--- config.mk ---
export PLATFORM = sky130hd
export DESIGN_NAME = mem_ctrl
export DESIGN_NICKNAME = d
export VERILOG_FILES = /design/src/rtl/mem_ctrl.sv
export SDC_FILE = /design/constraint.sdc
export NUM_CORES = 1
export LEC_CHECK = 0
export ABC_AREA = 1
export BUFFER_PORTS_ARGS = -buffer_cell sky130_fd_sc_hd__clkbuf_2
export CORE_UTILIZATION = 50
export DETAILED_ROUTE_END_ITERATION = 12
export PLACE_DENSITY = 0.77
export SYNTH_ARGS = -nofsm -noshare
export SYNTH_HDL_FRONTEND = slang
export SYNTH_SLANG_ARGS = --single-unit
--- constraint.sdc ---
create_clock -name clk -period 7.71 [get_ports clk]
set_input_delay 1.542 -clock clk [delete_from_list [all_inputs] [get_ports clk]]
set_output_delay 1.542 -clock clk [all_outputs]
set_load 0.01 [all_outputs]
--- src/rtl/mem_ctrl.sv ---
// Byte-serial memory controller: splits IF and LSB requests into little-endian byte
// accesses on the single-port 8-bit RAM/IO bus, LSB taking priority over fetch.
module mem_ctrl (
  input  logic        clk,
  input  logic        rst,
  input  logic        rdy,
  input  logic        rollback,
  input  logic [7:0]  mem_din,
  output logic [7:0]  mem_dout,
  output logic [31:0] mem_a,
  output logic        mem_wr,
  input  logic        io_buffer_full,
  input  logic        if_en,
  input  logic [31:0] if_a,
  output logic        if_done,
  output logic [31:0] if_data,
  input  logic        lsb_en,
  input  logic        lsb_wr,
  input  logic [31:0] lsb_a,
  input  logic [2:0]  lsb_l,
  input  logic [31:0] lsb_w,
  output logic        lsb_done,
  output logic [31:0] lsb_r
);

  typedef enum logic [1:0] {
    IDLE   = 2'd0,
    IFETCH = 2'd1,
    LOAD   = 2'd2,
    STORE  = 2'd3
  } state_t;

  function automatic logic [7:0] get_byte(input logic [31:0] word, input logic [2:0] sel);
    case (sel)
      3'd0:    get_byte = word[7:0];
      3'd1:    get_byte = word[15:8];
      3'd2:    get_byte = word[23:16];
      3'd3:    get_byte = word[31:24];
      default: get_byte = 8'd0;
    endcase
  endfunction

  function automatic logic [31:0] put_byte(input logic [31:0] word, input logic [2:0] sel,
                                           input logic [7:0] b);
    put_byte = word;
    case (sel)
      3'd0:    put_byte[7:0]   = b;
      3'd1:    put_byte[15:8]  = b;
      3'd2:    put_byte[23:16] = b;
      3'd3:    put_byte[31:24] = b;
      default: put_byte        = word;
    endcase
  endfunction

  state_t      state_r;
  logic [2:0]  idx_r;
  logic [2:0]  len_r;
  logic [31:0] base_r;
  logic [31:0] buf_r;
  logic [31:0] wdata_r;
  logic        wr_req_r;
  logic [31:0] mem_a_r;
  logic [7:0]  mem_dout_r;
  logic        if_done_r;
  logic [31:0] if_data_r;
  logic        lsb_done_r;
  logic [31:0] lsb_r_r;

  logic        io_stall_s;
  logic [2:0]  idx_next_s;
  logic [31:0] asm_s;

  // The byte in flight on mem_din belongs at position idx-1 of the assembled word.
  assign io_stall_s = (mem_a_r[17:16] == 2'b11) && io_buffer_full;
  assign idx_next_s = idx_r + 3'd1;
  assign asm_s      = put_byte(buf_r, idx_r - 3'd1, mem_din);

  assign mem_wr   = wr_req_r && rdy && !io_stall_s;
  assign mem_a    = mem_a_r;
  assign mem_dout = mem_dout_r;
  assign if_done  = if_done_r;
  assign if_data  = if_data_r;
  assign lsb_done = lsb_done_r;
  assign lsb_r    = lsb_r_r;

  // Request acceptance, byte issue/capture and registered bus/result outputs.
  always_ff @(posedge clk or posedge rst) begin
    if (rst) begin
      state_r    <= IDLE;
      idx_r      <= 3'd0;
      len_r      <= 3'd0;
      base_r     <= 32'd0;
      buf_r      <= 32'd0;
      wdata_r    <= 32'd0;
      wr_req_r   <= 1'b0;
      mem_a_r    <= 32'd0;
      mem_dout_r <= 8'd0;
      if_done_r  <= 1'b0;
      if_data_r  <= 32'd0;
      lsb_done_r <= 1'b0;
      lsb_r_r    <= 32'd0;
    end else if (rdy) begin
      if_done_r  <= 1'b0;
      lsb_done_r <= 1'b0;
      case (state_r)
        IDLE: begin
          // A done still high means its requester has not yet dropped the enable.
          if (!rollback && !if_done_r && !lsb_done_r) begin
            if (lsb_en) begin
              base_r  <= lsb_a;
              len_r   <= lsb_l;
              wdata_r <= lsb_w;
              buf_r   <= 32'd0;
              idx_r   <= 3'd0;
              mem_a_r <= lsb_a;
              if (lsb_wr) begin
                state_r    <= STORE;
                mem_dout_r <= lsb_w[7:0];
                wr_req_r   <= 1'b1;
              end else begin
                state_r <= LOAD;
              end
            end else if (if_en) begin
              base_r  <= if_a;
              len_r   <= 3'd4;
              buf_r   <= 32'd0;
              idx_r   <= 3'd0;
              mem_a_r <= if_a;
              state_r <= IFETCH;
            end
          end
        end
        IFETCH, LOAD: begin
          if (state_r == IFETCH && rollback) begin
            state_r <= IDLE;
            idx_r   <= 3'd0;
          end else if (idx_r == len_r) begin
            state_r <= IDLE;
            idx_r   <= 3'd0;
            buf_r   <= asm_s;
            if (state_r == IFETCH) begin
              if_data_r <= asm_s;
              if_done_r <= 1'b1;
            end else begin
              lsb_r_r    <= asm_s;
              lsb_done_r <= 1'b1;
            end
          end else begin
            idx_r <= idx_next_s;
            if (idx_next_s < len_r) begin
              mem_a_r <= base_r + {29'd0, idx_next_s};
            end
            if (idx_r != 3'd0) begin
              buf_r <= asm_s;
            end
          end
        end
        STORE: begin
          if (!io_stall_s) begin
            if (idx_next_s == len_r) begin
              wr_req_r   <= 1'b0;
              lsb_done_r <= 1'b1;
              idx_r      <= 3'd0;
              state_r    <= IDLE;
            end else begin
              idx_r      <= idx_next_s;
              mem_a_r    <= base_r + {29'd0, idx_next_s};
              mem_dout_r <= get_byte(wdata_r, idx_next_s);
            end
          end
        end
        default: begin
          state_r  <= IDLE;
          wr_req_r <= 1'b0;
          idx_r    <= 3'd0;
        end
      endcase
    end
  end

endmodule

; Word-level counts from Yosys, hierarchy flattened
; Index checks and enable logic that the tools add are counted.
[totals]
out_inout_bits = 107
inputBits = 115
word_cells = 133
register_bits = 211
[classes]
n_bitwise = 2
n_reduce_logical = 28
n_eq_ne = 24
order_cmp = 1
n_addsub = 3
muxes = 62
[op_table]
columns = cell, count
row1 = $mux 32, 14
row2 = $pmux 32 s3, 1
row3 = $mux 8, 9
row4 = $pmux 32 s2, 1
row5 = $add 32x3->32, 1
row6 = $pmux 8 s4, 1
row7 = $mux 3, 9
row8 = $ne 2x2->1 const B, 9
row9 = $pmux 8 s2, 1
row10 = $mux 1, 15
row11 = $mux 2, 7
row12 = $reduce_and 7->1, 2
row13 = $eq 3x2->1 const B, 4
row14 = $reduce_and 4->1, 3
row15 = $reduce_and 6->1, 2
row16 = $reduce_and 5->1, 2
row17 = $ne 3x3->1 const B, 3
row18 = $pmux 3 s3, 1
row19 = $reduce_and 8->1, 1
row20 = $eq 2x2->1 const B, 3
row21 = $eq 3x1->1 const B, 2
row22 = $eq 3x3->1, 2
row23 = $logic_and 1x1->1, 6
row24 = $logic_not 3->1, 2
row25 = other kinds (12), 19

; Longest topological paths before layout
; Gate-level depths: netlist of run 1.
[depth]
depth_word = 7
mapped_depth = 14
ltp_nobuf = 14

; Worst setup path before layout of run 1
; No wires, ideal clock.
[synth_timing]
path_type = input to output
from = input port rdy
to = output port mem_wr
n_path_buf = 1
required_time_ps = 6168
slack_ps = 4327
cell_stages = 3
arrival_time_ps = 1841
cell_sequence = buf_4 > nand3_1 > inv_1
[synth_between]
elab_chain_cells = 2
[synth_lines]
columns = element, line
row1 = from (decl), 6  ; input logic rdy,
row2 = $logic_and 1x1->1 (2 in a row), 78  ; assign mem_wr = wr_req_r && rdy && !io_stall_s;
row3 = to (decl), 11  ; output logic mem_wr,
; Every way passes these cells.

; Worst setup path after layout of run 1
[layout_timing]
from = input port lsb_en
to = register buf_r[11]
[layout_between]
elab_chain_cells = 3
elab_cells_between_ends = 5
classes_between = eq/ne (1) / mux (3) / reduce/logical (1)
[layout_lines]
columns = element, line
row1 = from (decl), 17  ; input logic lsb_en,
row2 = $mux 32, 109  ; if (lsb_en) begin
row3 = $mux 32, 108  ; if (!rollback && !if_done_r && !lsb_done_r) begin
row4 = $pmux 32 s2, 105  ; case (state_r)
row5 = to (signal assigned), 140  ; buf_r <= asm_s;
row6 = to (signal assigned), 154  ; buf_r <= asm_s;
row7 = to (decl), 59  ; logic [31:0] buf_r;
; Parallel ways exist; a longest one is shown, timed or not. The select of a mux whose other input is x is not followed.
; A chain may end at the register's enable or synchronous reset.

==> results of run 1 <==
metrics by stage:
step | setup WS [ns] | total power [W]
after global placement | 3.33 | 0.00378
after global routing | 3.36 | 0.00542
after floorplan | 0.402 | 0.00324
final | 3.69 | 0.00502
after CTS | 3.74 | 0.00504
after detailed placement | 3.19 | 0.00385
per-layer routing:
layer  part of all wire  up-vias
li1                   -     4871
met1               0.45     4609
met2               0.44      362
met3              0.069       78
met4              0.036        2
met5            0.00043        -
worst min-delay path: cells and delay by family (launching register included):
| kind | cells | cell delay, ns |
|---|---|---|
| DFF | 1 | 0.34 |
| AOI/OAI and AO/OA | 1 | 0.06 |
| and+or+nand+nor | 1 | 0.05 |
path summary, 6_finish.rpt:
path                        startpoint     endpoint  slack (ns)  depth (start not counted)
max in group asynchronous          rst  wdata_r[11]        4.91                          3
setup / recovery                lsb_en    buf_r[11]        3.69                          8
min in group asynchronous          rst   base_r[25]        1.23                          2
setup reg to reg            state_r[0]    buf_r[11]        4.05                          8
hold / removal             if_data[11]  if_data[11]        0.48                          2
hold reg to reg            if_data[11]  if_data[11]        0.48                          2
sequential cells by signal, indices dropped and copies added (netlist names), 8 cells and up:
name,cells
base_r,32
if_data,32
mem_a,32
buf_r,32
lsb_r,32
mem_dout,8
wdata_r,32
cell type report:
| class | count | share of cell area |
|---|---|---|
| clock buffers | 30 | 0.0503 |
| clock inverters | 12 | 0.0124 |
| inverters | 110 | 0.0330 |
| multi-input cells | 1022 | 0.374 |
| flip-flops and latches | 211 | 0.414 |
| well taps | 275 | 0.0270 |
| repair buffers | 226 | 0.0897 |
synth_stat cells (2+ instances only):
master,count,share of area
inv_2,3,0.0010
nand3_2,2,0.0019
ha_1,16,0.019
mux2_2,22,0.023
inv_1,107,0.037
o21ai_1,16,0.0074
nand3_1,105,0.049
nand4_1,3,0.0017
nand2_2,2,0.0012
buf_1,3,0.0010
o21ai_0,169,0.078
buf_2,26,0.012
nand2_1,471,0.16
nor2_4,4,0.0042
buf_4,2,0.0014
buf_6,8,0.0083
dfrtp_1,211,0.49
nor2_1,158,0.055
a31oi_1,13,0.0075
mux2i_1,2,0.0019
clkbuf_1,28,0.0097
xnor2_1,2,0.0016
a21oi_1,23,0.011
mux2_1,2,0.0021
nor3_2,2,0.0019
power groups by stage:
stage          Clock, W  Sequential, W  Combinational, W
3_5_place_dp          0        0.00189           0.00196
4_1_cts         0.00117        0.00188           0.00198
3_3_place_gp          0        0.00188           0.00191
6_report        0.00116        0.00188           0.00197
2_1_floorplan         0        0.00192           0.00131
5_1_grt         0.00122        0.00193           0.00226
logic make-up after synthesis:
group | Yosys count | share of synthesized area
simple gates | 752 | 0.284
compound gates | 224 | 0.106
flops | 211 | 0.489
buf+inv | 178 | 0.0720
mux | 26 | 0.0269
fa+ha+maj | 17 | 0.0204
xor+xnor | 3 | 0.00243
==> flow_summary_export.csv, run 1 <==
group,metric,value,unit
run_status,status,"finished, final reports clean",
sta,clock.fmax,249,MHz
critical_path,critical_path.slowest_cell,"nor2_4",
critical_path,cpMostUsedCell,"nand2_1",
cells_and_area,final_nets,1726,
cells_and_area,multi_input_area,4770,sq um
synthesis,synthDistinctLibCells,36,
cells_and_area,final_cell_mix,"nand2_1 (471), clkbuf_2 (221), dfrtp_1 (211), o21ai_0 (169), nor2_1 (158)",
sta,min_period,4.02,ns
power_and_ir_drop,p_leak,6.64,nW
power_and_ir_drop,intPower,0.00296,W
critical_path,max_stage_delay,0.92,ns
synthesis,async_flop_share,1.00,
sta,worstMarginPinSlew,1.19,ns
floorplanning,core_area,21100,sq um
detailed_routing,drc,0,
power_and_ir_drop,power.density,393,nW/um^2
critical_path,endpoint_kind,"flip-flop",
global_routing,met1_usage,0.367,
synthesis,ys_warn_count,0,
synthesis,synth-seq-area-share,0.489,
critical_path,critPathTopFamily,"simple AND/OR/NAND/NOR gates",
clocking,clk_latency,0.52,ns
cells_and_area,instances_no_fill,1886,
sta,skew,0.00881,ns
sta,rsz0062_at_grt,"false",
floorplanning,fp.dieW,149,um
global_routing,busiest_layer,"met2",
flow_run,cap_viol_max_count,0,
sta,slew_violations,0,
floorplanning,start_util,0.512,
detailed_routing,drt_first_pass_iters,6,
critical_path,cp_data_required_time,8.06,ns
power_and_ir_drop,seqPwrFrac,0.375,
clocking,cts_tree,"built",
sta,hold_slack,0.484,ns
detailed_routing,final_antenna_net_count,0,
global_routing,grt_pass1_wl,46000,um
clocking,clock-root-buffer,"clkbuf_16",
global_routing,use_met2,0.400,
detailed_routing,first_iter_violations,643,
synthesis,synthFlopType,"dfrtp_1",
detailed_routing,vias,9922,
clocking,clkTransAtPathRegs,0.06,ns
clocking,ctsResizeCount,0,
power_and_ir_drop,irDropWorstVdd,0.000193,V
synthesis,syn_nets,1543,
detailed_routing,wirelength,28200,um
floorplanning,fp.dieArea,22200,sq um
synthesis,synth.cell_area,10800,sq um
power_and_ir_drop,clkPwrFrac,0.231,
place,hpwl,19200,um
synthesis,avgSynthCellArea,7.66,sq um
floorplanning,die_h,149,um
detailed_routing,routedWlPerCell,15.0,um
critical_path,crit_chain,"clkbuf_2 -> inv_2 -> nand2_1 -> o21ai_2 -> nor2_1 -> nand2_1 -> nor2_4 -> o21ai_0",
global_routing,grt_use_met3,0.0343,
floorplanning,rows,53,
place,placed_cells,1844,
power_and_ir_drop,p_sw,0.00206,W
critical_path,setup.worst_path.start_class,"input port",
power_and_ir_drop,combPwrFrac,0.394,
clocking,cts_setup_buffers,0,
cells_and_area,drive_gt1_frac,0.191,
clocking,cts.sinks,211,
cells_and_area,post-route-util,0.605,
cells_and_area,final_common_cell,"nand2_1",
global_routing,antenna_found_initial,1,
global_routing,grt_usage,0.258,
sta,period_share,0.521,
critical_path,cp_max_fo,64,
sta,setup_violations,0,
hold_path,min_path_type,"flip-flop to flip-flop",
sta,tns,0,ns
power_and_ir_drop,swShare,0.410,
synthesis,synth_edf_count,0,
critical_path,path_buf_inv,2,
detailed_routing,vias_per_cell,5.26,
synthesis,synth_seq_cells,211,
cells_and_area,num-fill-cells,1924,
global_routing,gr-total-overflow,0,
sta,hold_viol,0,
cells_and_area,final-seq-area,5280,sq um
cells_and_area,fin_area,12800,sq um
critical_path,critPathKind,"input port to flip-flop",
global_routing,grt_max_degree,137,
cells_and_area,syn_to_final_growth,18.0,%
clocking,postCtsHoldBufs,0,
place,port_buffers,221,
floorplanning,ios,222,
clocking,numCtsBuffers,23,
global_routing,grt_pass1_vias,9375,
sta,timing.slew.headroom,0.208,
clocking,cts_max_level,1,
cells_and_area,diodes,0,
place,gp_congestion,0.918,
clocking,cts_buffer_depth,3,
critical_path,crit_arrival,4.36,ns
synthesis,synthCells,1411,
place,placed_area,12000,sq um
(Power assumes the default switching activity.)
==> run 2: changes to the inputs <==
==> config.mk (replaced) <==
export PLATFORM = sky130hd
export DESIGN_NAME = mem_ctrl
export DESIGN_NICKNAME = d
export VERILOG_FILES = /design/src/rtl/mem_ctrl.sv
export SDC_FILE = /design/constraint.sdc
export NUM_CORES = 1
export LEC_CHECK = 0
export ABC_AREA = 0
export BUFFER_PORTS_ARGS = -buffer_cell sky130_fd_sc_hd__clkbuf_2
export CORE_UTILIZATION = 49
export DETAILED_ROUTE_END_ITERATION = 12
export PLACE_DENSITY = 0.76
export SYNTH_ARGS = -nofsm -noshare
export SYNTH_HDL_FRONTEND = slang
export SYNTH_SLANG_ARGS = --single-unit
==> constraint.sdc (replaced) <==
create_clock -name clk -period 3.4 [get_ports clk]
set_input_delay 0.68 -clock clk [delete_from_list [all_inputs] [get_ports clk]]
set_output_delay 0.68 -clock clk [all_outputs]
set_load 0.01 [all_outputs]
==> flow_summary_export.csv, run 2 <==
group,metric,value,unit
run_status,status,"finished, final reports clean",
synthesis,synthFlopType,"dfrtp_1",
power_and_ir_drop,p_leak,5.90,nW
cells_and_area,post-route-util,0.611,
sta,skew,0.0150,ns
synthesis,ys_warn_count,0,
sta,timing.slew.headroom,0.406,
cells_and_area,syn_to_final_growth,21.1,%
critical_path,endpoint_kind,"flip-flop",
sta,tns,0,ns
synthesis,async_flop_share,1.00,
detailed_routing,first_iter_violations,414,
floorplanning,ios,222,
critical_path,cp_data_required_time,3.79,ns
sta,clock.fmax,331,MHz
clocking,clock-root-buffer,"clkbuf_16",
critical_path,setup.worst_path.start_class,"flip-flop",
detailed_routing,vias,8072,
synthesis,synth_edf_count,0,
synthesis,syn_nets,1135,
power_and_ir_drop,power.density,916,nW/um^2
synthesis,synth.most_common_cell,"dfrtp_1",
place,hpwl,17600,um
clocking,cts_max_level,1,
critical_path,critical_path.slowest_cell,"or4_1",
clocking,numCtsBuffers,23,
synthesis,synth.cell_area,9960,sq um
detailed_routing,wirelength,25000,um
cells_and_area,diodes,0,
floorplanning,start_util,0.505,
sta,min_period,3.02,ns
synthesis,avgSynthCellArea,9.93,sq um
critical_path,r2r_setup_slack,0.38,ns
cells_and_area,final_common_cell,"clkbuf_2",
flow_run,cap_viol_max_count,0,
detailed_routing,vias_per_cell,5.41,
place,gp_congestion,0.881,
detailed_routing,drt_first_pass_iters,7,
critical_path,rr_startpoint,"idx_r[0]",
sta,period_share,0.888,
synthesis,synth_top_area_share,0.530,
power_and_ir_drop,irDropWorstVdd,0.000384,V
floorplanning,rows,51,
synthesis,synthCells,1003,
detailed_routing,drc,0,
clocking,cts_setup_buffers,0,
critical_path,cpMostUsedCell,"ha_1",
power_and_ir_drop,power,0.0110,W
global_routing,gr-total-overflow,0,
detailed_routing,final_antenna_net_count,0,
global_routing,grt_pass1_vias,7800,
floorplanning,core_area,19700,sq um
global_routing,antenna_found_initial,1,
floorplanning,die_h,145,um
global_routing,grt_max_degree,68,
clocking,clkTransAtPathRegs,0.06,ns
clocking,cts.sinks,211,
floorplanning,fp.dieArea,20900,sq um
critical_path,crit_chain,"ha_1 -> xnor2_1 -> inv_1 -> ha_1 -> nand3_1 -> nor2_1 -> or4_1 -> buf_4 -> a221oi_1 -> a2bb2oi_1",
synthesis,synth_seq_cells,211,
synthesis,ys_top_cells_by_count,"dfrtp_1 (211), nand2_1 (125), a21oi_1 (123)",
critical_path,cp_max_fo,52,
sta,rsz0062_at_grt,"false",
sta,hold_viol,0,
critical_path,cp-startpoint,"idx_r[0]",
critical_path,critPathKind,"flip-flop to flip-flop",
clocking,ctsResizeCount,0,
synthesis,synthDistinctLibCells,52,
detailed_routing,routedWlPerCell,16.8,um
place,port_buffers,221,
sta,setup_violations,0,
cells_and_area,drive_gt1_frac,0.265,
global_routing,grt_pass1_wl,39500,um
synthesis,synthTopCellsByArea,"dfrtp_1 (53%), mux2i_1 (6.6%), a21oi_1 (6.2%)",
clocking,clk_latency,0.52,ns
floorplanning,fp.dieW,145,um
sta,hold_slack,0.307,ns
global_routing,grt_usage,0.243,
sta,worstMarginPinSlew,0.882,ns
cells_and_area,final_nets,1344,
hold_path,min_path_type,"input port to asynchronous set/reset pin",
synthesis,synth-seq-area-share,0.530,
critical_path,max_stage_delay,0.48,ns
clocking,cts_tree,"built",
cells_and_area,final_cell_mix,"clkbuf_2 (221), dfrtp_1 (211), nand2_1 (125), a21oi_1 (123), nor2_1 (114)",
synthesis,synth_top_cell_by_area,"dfrtp_1",
critical_path,crit_arrival,3.41,ns
clocking,postCtsHoldBufs,0,
sta,slew_violations,0,
clocking,cts_buffer_depth,3,
==> run 2: cell types whose count changed after synthesis, moves of 20 or more <==
cell,before,now
mux2_2,22,42
o21ai_0,169,90
inv_1,107,17
nor2_1,158,116
nand3_1,105,21
a21oi_1,23,123
mux2i_1,2,66
nand2_1,471,125
==> run 2: logic make-up (layout without fill, tap and decap cells) <==
group / Yosys count / count (layout) / synth area share
xor gates and xnor gates: 32 / 32 / 0.0281
and+or+nand+nor: 315 / 315 / 0.140
buffers and inverters: 69 / 292 / 0.0285
adders and majority gates: 17 / 17 / 0.0221
AOI/OAI and AO/OA: 251 / 251 / 0.137
muxes: 108 / 108 / 0.114
DFF: 211 / 211 / 0.530
==> run 2: where the power goes <==
group | leakage [nW] | switching (W) | internal [W]
Sequential | 2.62 | 0.000773 | 0.00363
Clock | 0.343 | 0.000988 | 0.00133
Combinational | 2.94 | 0.00253 | 0.00181
Total | 5.90 | 0.00429 | 0.00676
==> run 2: worst max-delay path, delay by kind of cell, from the launching register on <==
family                     cells  cell delay (ns)
xor gates and xnor gates       1             0.33
DFF                            1             0.46
adders and majority gates      2             0.58
buffers and inverters          2             0.44
AOI/OAI and AO/OA              2             0.36
and+or+nand+nor                3             0.69
==> run 2: final cells by class <==
class / count / area [sq um]
clock buffer: 33 / 653
clock inverter: 6 / 33.8
fill: 1637 / 7660
inverter: 18 / 71.3
multi-input combinational: 723 / 4410
sequential: 211 / 5280
tap: 265 / 332
timing repair buffer: 235 / 1270
==> run 2: per-layer routing <==
layer,vias up,track usage,part of all wire
met5,-,0,0.00052
met4,2,0.0803,0.026
met3,49,0.0391,0.062
met2,296,0.401,0.47
met1,3834,0.325,0.44
li1,3891,-,-
==> run 2: per-stage QoR <==
stage | std cells | setup WS (ns) | cell area (sq um)
3_5_place_dp | 1452 | 0.445 | 11400
6_report | 1491 | 0.381 | 12100
3_3_place_gp | 1452 | 0.547 | 11400
2_1_floorplan | 1003 | -0.0222 | 9960
4_1_cts | 1491 | 0.394 | 12100
5_1_grt | 1491 | 0.152 | 12100
==> run 2: worst paths after layout <==
kind	endpoint	depth (start not counted)
worst max-delay path	mem_a[31]	10
worst min-delay path	wdata_r[29]	2
worst max register to register	mem_a[31]	10
worst min register to register	buf_r[7]	2
max in group asynchronous	base_r[12]	3
min in group clk	wdata_r[27]	2
==> run 3: changes to the inputs <==
--- a/config.mk
+++ b/config.mk
@@ -9,7 +9,7 @@
 export BUFFER_PORTS_ARGS = -buffer_cell sky130_fd_sc_hd__clkbuf_2
 export CORE_UTILIZATION = 49
 export DETAILED_ROUTE_END_ITERATION = 12
-export PLACE_DENSITY = 0.76
+export PLACE_DENSITY_LB_ADDON = 0.3
 export SYNTH_ARGS = -nofsm -noshare
 export SYNTH_HDL_FRONTEND = slang
 export SYNTH_SLANG_ARGS = --single-unit
==> flow_summary_export.csv, run 3 (synthesized netlist as in run 2, its figures left out) <==
group,metric,value,unit
clocking,numCtsBuffers,22,
clocking,clock-root-buffer,"clkbuf_16",
sta,skew,0.0101,ns
floorplanning,start_util,0.505,
power_and_ir_drop,p_leak,5.89,nW
critical_path,crit_chain,"ha_1 -> xnor2_1 -> inv_1 -> ha_1 -> nand3_1 -> nor2_1 -> or4_1 -> buf_4 -> a221oi_1 -> a2bb2oi_1",
clocking,cts_setup_buffers,0,
place,port_buffers,221,
critical_path,max_stage_delay,0.48,ns
detailed_routing,vias_per_cell,5.39,
critical_path,critPathKind,"flip-flop to flip-flop",
clocking,cts_tree,"built",
critical_path,crit_arrival,3.37,ns
detailed_routing,first_iter_violations,479,
detailed_routing,vias,8031,
global_routing,grt_pass1_wl,39700,um
floorplanning,fp.dieW,145,um
cells_and_area,instances_no_fill,1489,
critical_path,endpoint_kind,"flip-flop",
floorplanning,rows,51,
floorplanning,die_h,145,um
critical_path,cp_max_fo,52,
global_routing,grt_usage,0.243,
floorplanning,ios,222,
place,place_ws,0.428,ns
detailed_routing,routedWlPerCell,16.7,um
run_status,status,"finished, final reports clean",
sta,min_period,2.99,ns
power_and_ir_drop,power.density,920,nW/um^2
cells_and_area,syn_to_final_growth,21.0,%
place,placed_cells,1451,
sta,clock.fmax,334,MHz
clocking,cts.sinks,211,
global_routing,grt_max_degree,140,
clocking,ctsResizeCount,0,
sta,slew_violations,0,
flow_run,cap_viol_max_count,0,
clocking,clkTransAtPathRegs,0.06,ns
clocking,clk_latency,0.50,ns
detailed_routing,wirelength,24800,um
critical_path,cpMostUsedCell,"ha_1",
detailed_routing,drc,0,
place,gp_congestion,0.876,
sta,setup_violations,0,
critical_path,critical_path.slowest_cell,"or4_1",
sta,timing.slew.headroom,0.415,
detailed_routing,drt_first_pass_iters,5,
global_routing,grt_pass1_vias,7709,
critical_path,cp_data_required_time,3.77,ns
clocking,cts_max_level,1,
sta,period_share,0.880,
cells_and_area,final_common_cell,"clkbuf_2",
critical_path,setup.worst_path.start_class,"flip-flop",
sta,rsz0062_at_grt,"false",
floorplanning,core_area,19700,sq um
sta,worst_slack,0.406,ns
cells_and_area,final_cell_mix,"clkbuf_2 (221), dfrtp_1 (211), nand2_1 (125), a21oi_1 (123), nor2_1 (114)",
power_and_ir_drop,irDropWorstVdd,0.000362,V
cells_and_area,final_nets,1342,
global_routing,antenna_found_initial,1,
sta,hold_slack,0.309,ns
sta,hold_viol,0,
floorplanning,fp.dieArea,20900,sq um
clocking,postCtsHoldBufs,0,
cells_and_area,post-route-util,0.611,
cells_and_area,drive_gt1_frac,0.262,
sta,worstMarginPinSlew,0.869,ns
cells_and_area,num-fill-cells,1623,
hold_path,min_path_type,"input port to asynchronous set/reset pin",
place,hpwl,17600,um
global_routing,gr-total-overflow,0,
clocking,cts_buffer_depth,3,
detailed_routing,final_antenna_net_count,0,
-- run 3: area by class of cell --
cell class / count / area [sq um] / area share
sequential: 211 / 5280 / 0.438
multi-input combinational: 723 / 4410 / 0.366
timing repair buffer: 234 / 1250 / 0.104
clock buffer: 34 / 657 / 0.0545
tap: 265 / 332 / 0.0275
inverter: 18 / 71.3 / 0.00592
clock inverter: 3 / 42.5 / 0.00353
antenna: 1 / 2.50 / 0.000208
-- run 3: worst paths after layout --
check | from | endpoint | slack (ns) | cells past startpoint
setup / recovery | idx_r[0] | mem_a[31] | 0.41 | 10
setup reg to reg | idx_r[0] | mem_a[31] | 0.41 | 10
hold / removal | rst | base_r[0] | 0.31 | 3
max in group asynchronous | rst | if_data[17] | 2.40 | 3
min in group clk | lsb_l[2] | len_r[2] | 0.40 | 3
hold reg to reg | mem_a[3] | mem_a[3] | 0.47 | 2
-- run 3: per-layer routing --
metal  part of all wire  vias to the layer above  GRT usage
li1                   -                     3894          -
met1               0.45                     3831      0.327
met2               0.46                      263      0.388
met3              0.066                       43     0.0517
met4              0.023                        0     0.0814
met5                  0                        -          0
-- run 3: worst max-delay path, delay by kind of cell (launching register included) --
kind,cells,cell delay (ns)
simple gates,3,0.69
fa+ha+maj,2,0.58
flops,1,0.45
buf+inv,2,0.43
compound gates,2,0.39
xor+xnor,1,0.31
-- run 3: stage by stage --
| stage | instance area (sq um) | setup TNS [ns] | total power [W] |
|---|---|---|---|
| 2_1_floorplan | 9960 | -4.68 | 0.00721 |
| 3_3_place_gp | 11300 | 0 | 0.00861 |
| 3_5_place_dp | 11300 | 0 | 0.00877 |
| 4_1_cts | 12000 | 0 | 0.0112 |
| 5_1_grt | 12100 | 0 | 0.0119 |
| 6_report | 12100 | 0 | 0.0111 |
-- run 3: power breakdown --
part / total, W / switching, W / internal (W) / leakage [nW]
clock network: 0.00235 / 0.000958 / 0.00140 / 0.339
logic: 0.00434 / 0.00253 / 0.00181 / 2.93
registers: 0.00438 / 0.000756 / 0.00363 / 2.62
total: 0.0111 / 0.00425 / 0.00683 / 5.89
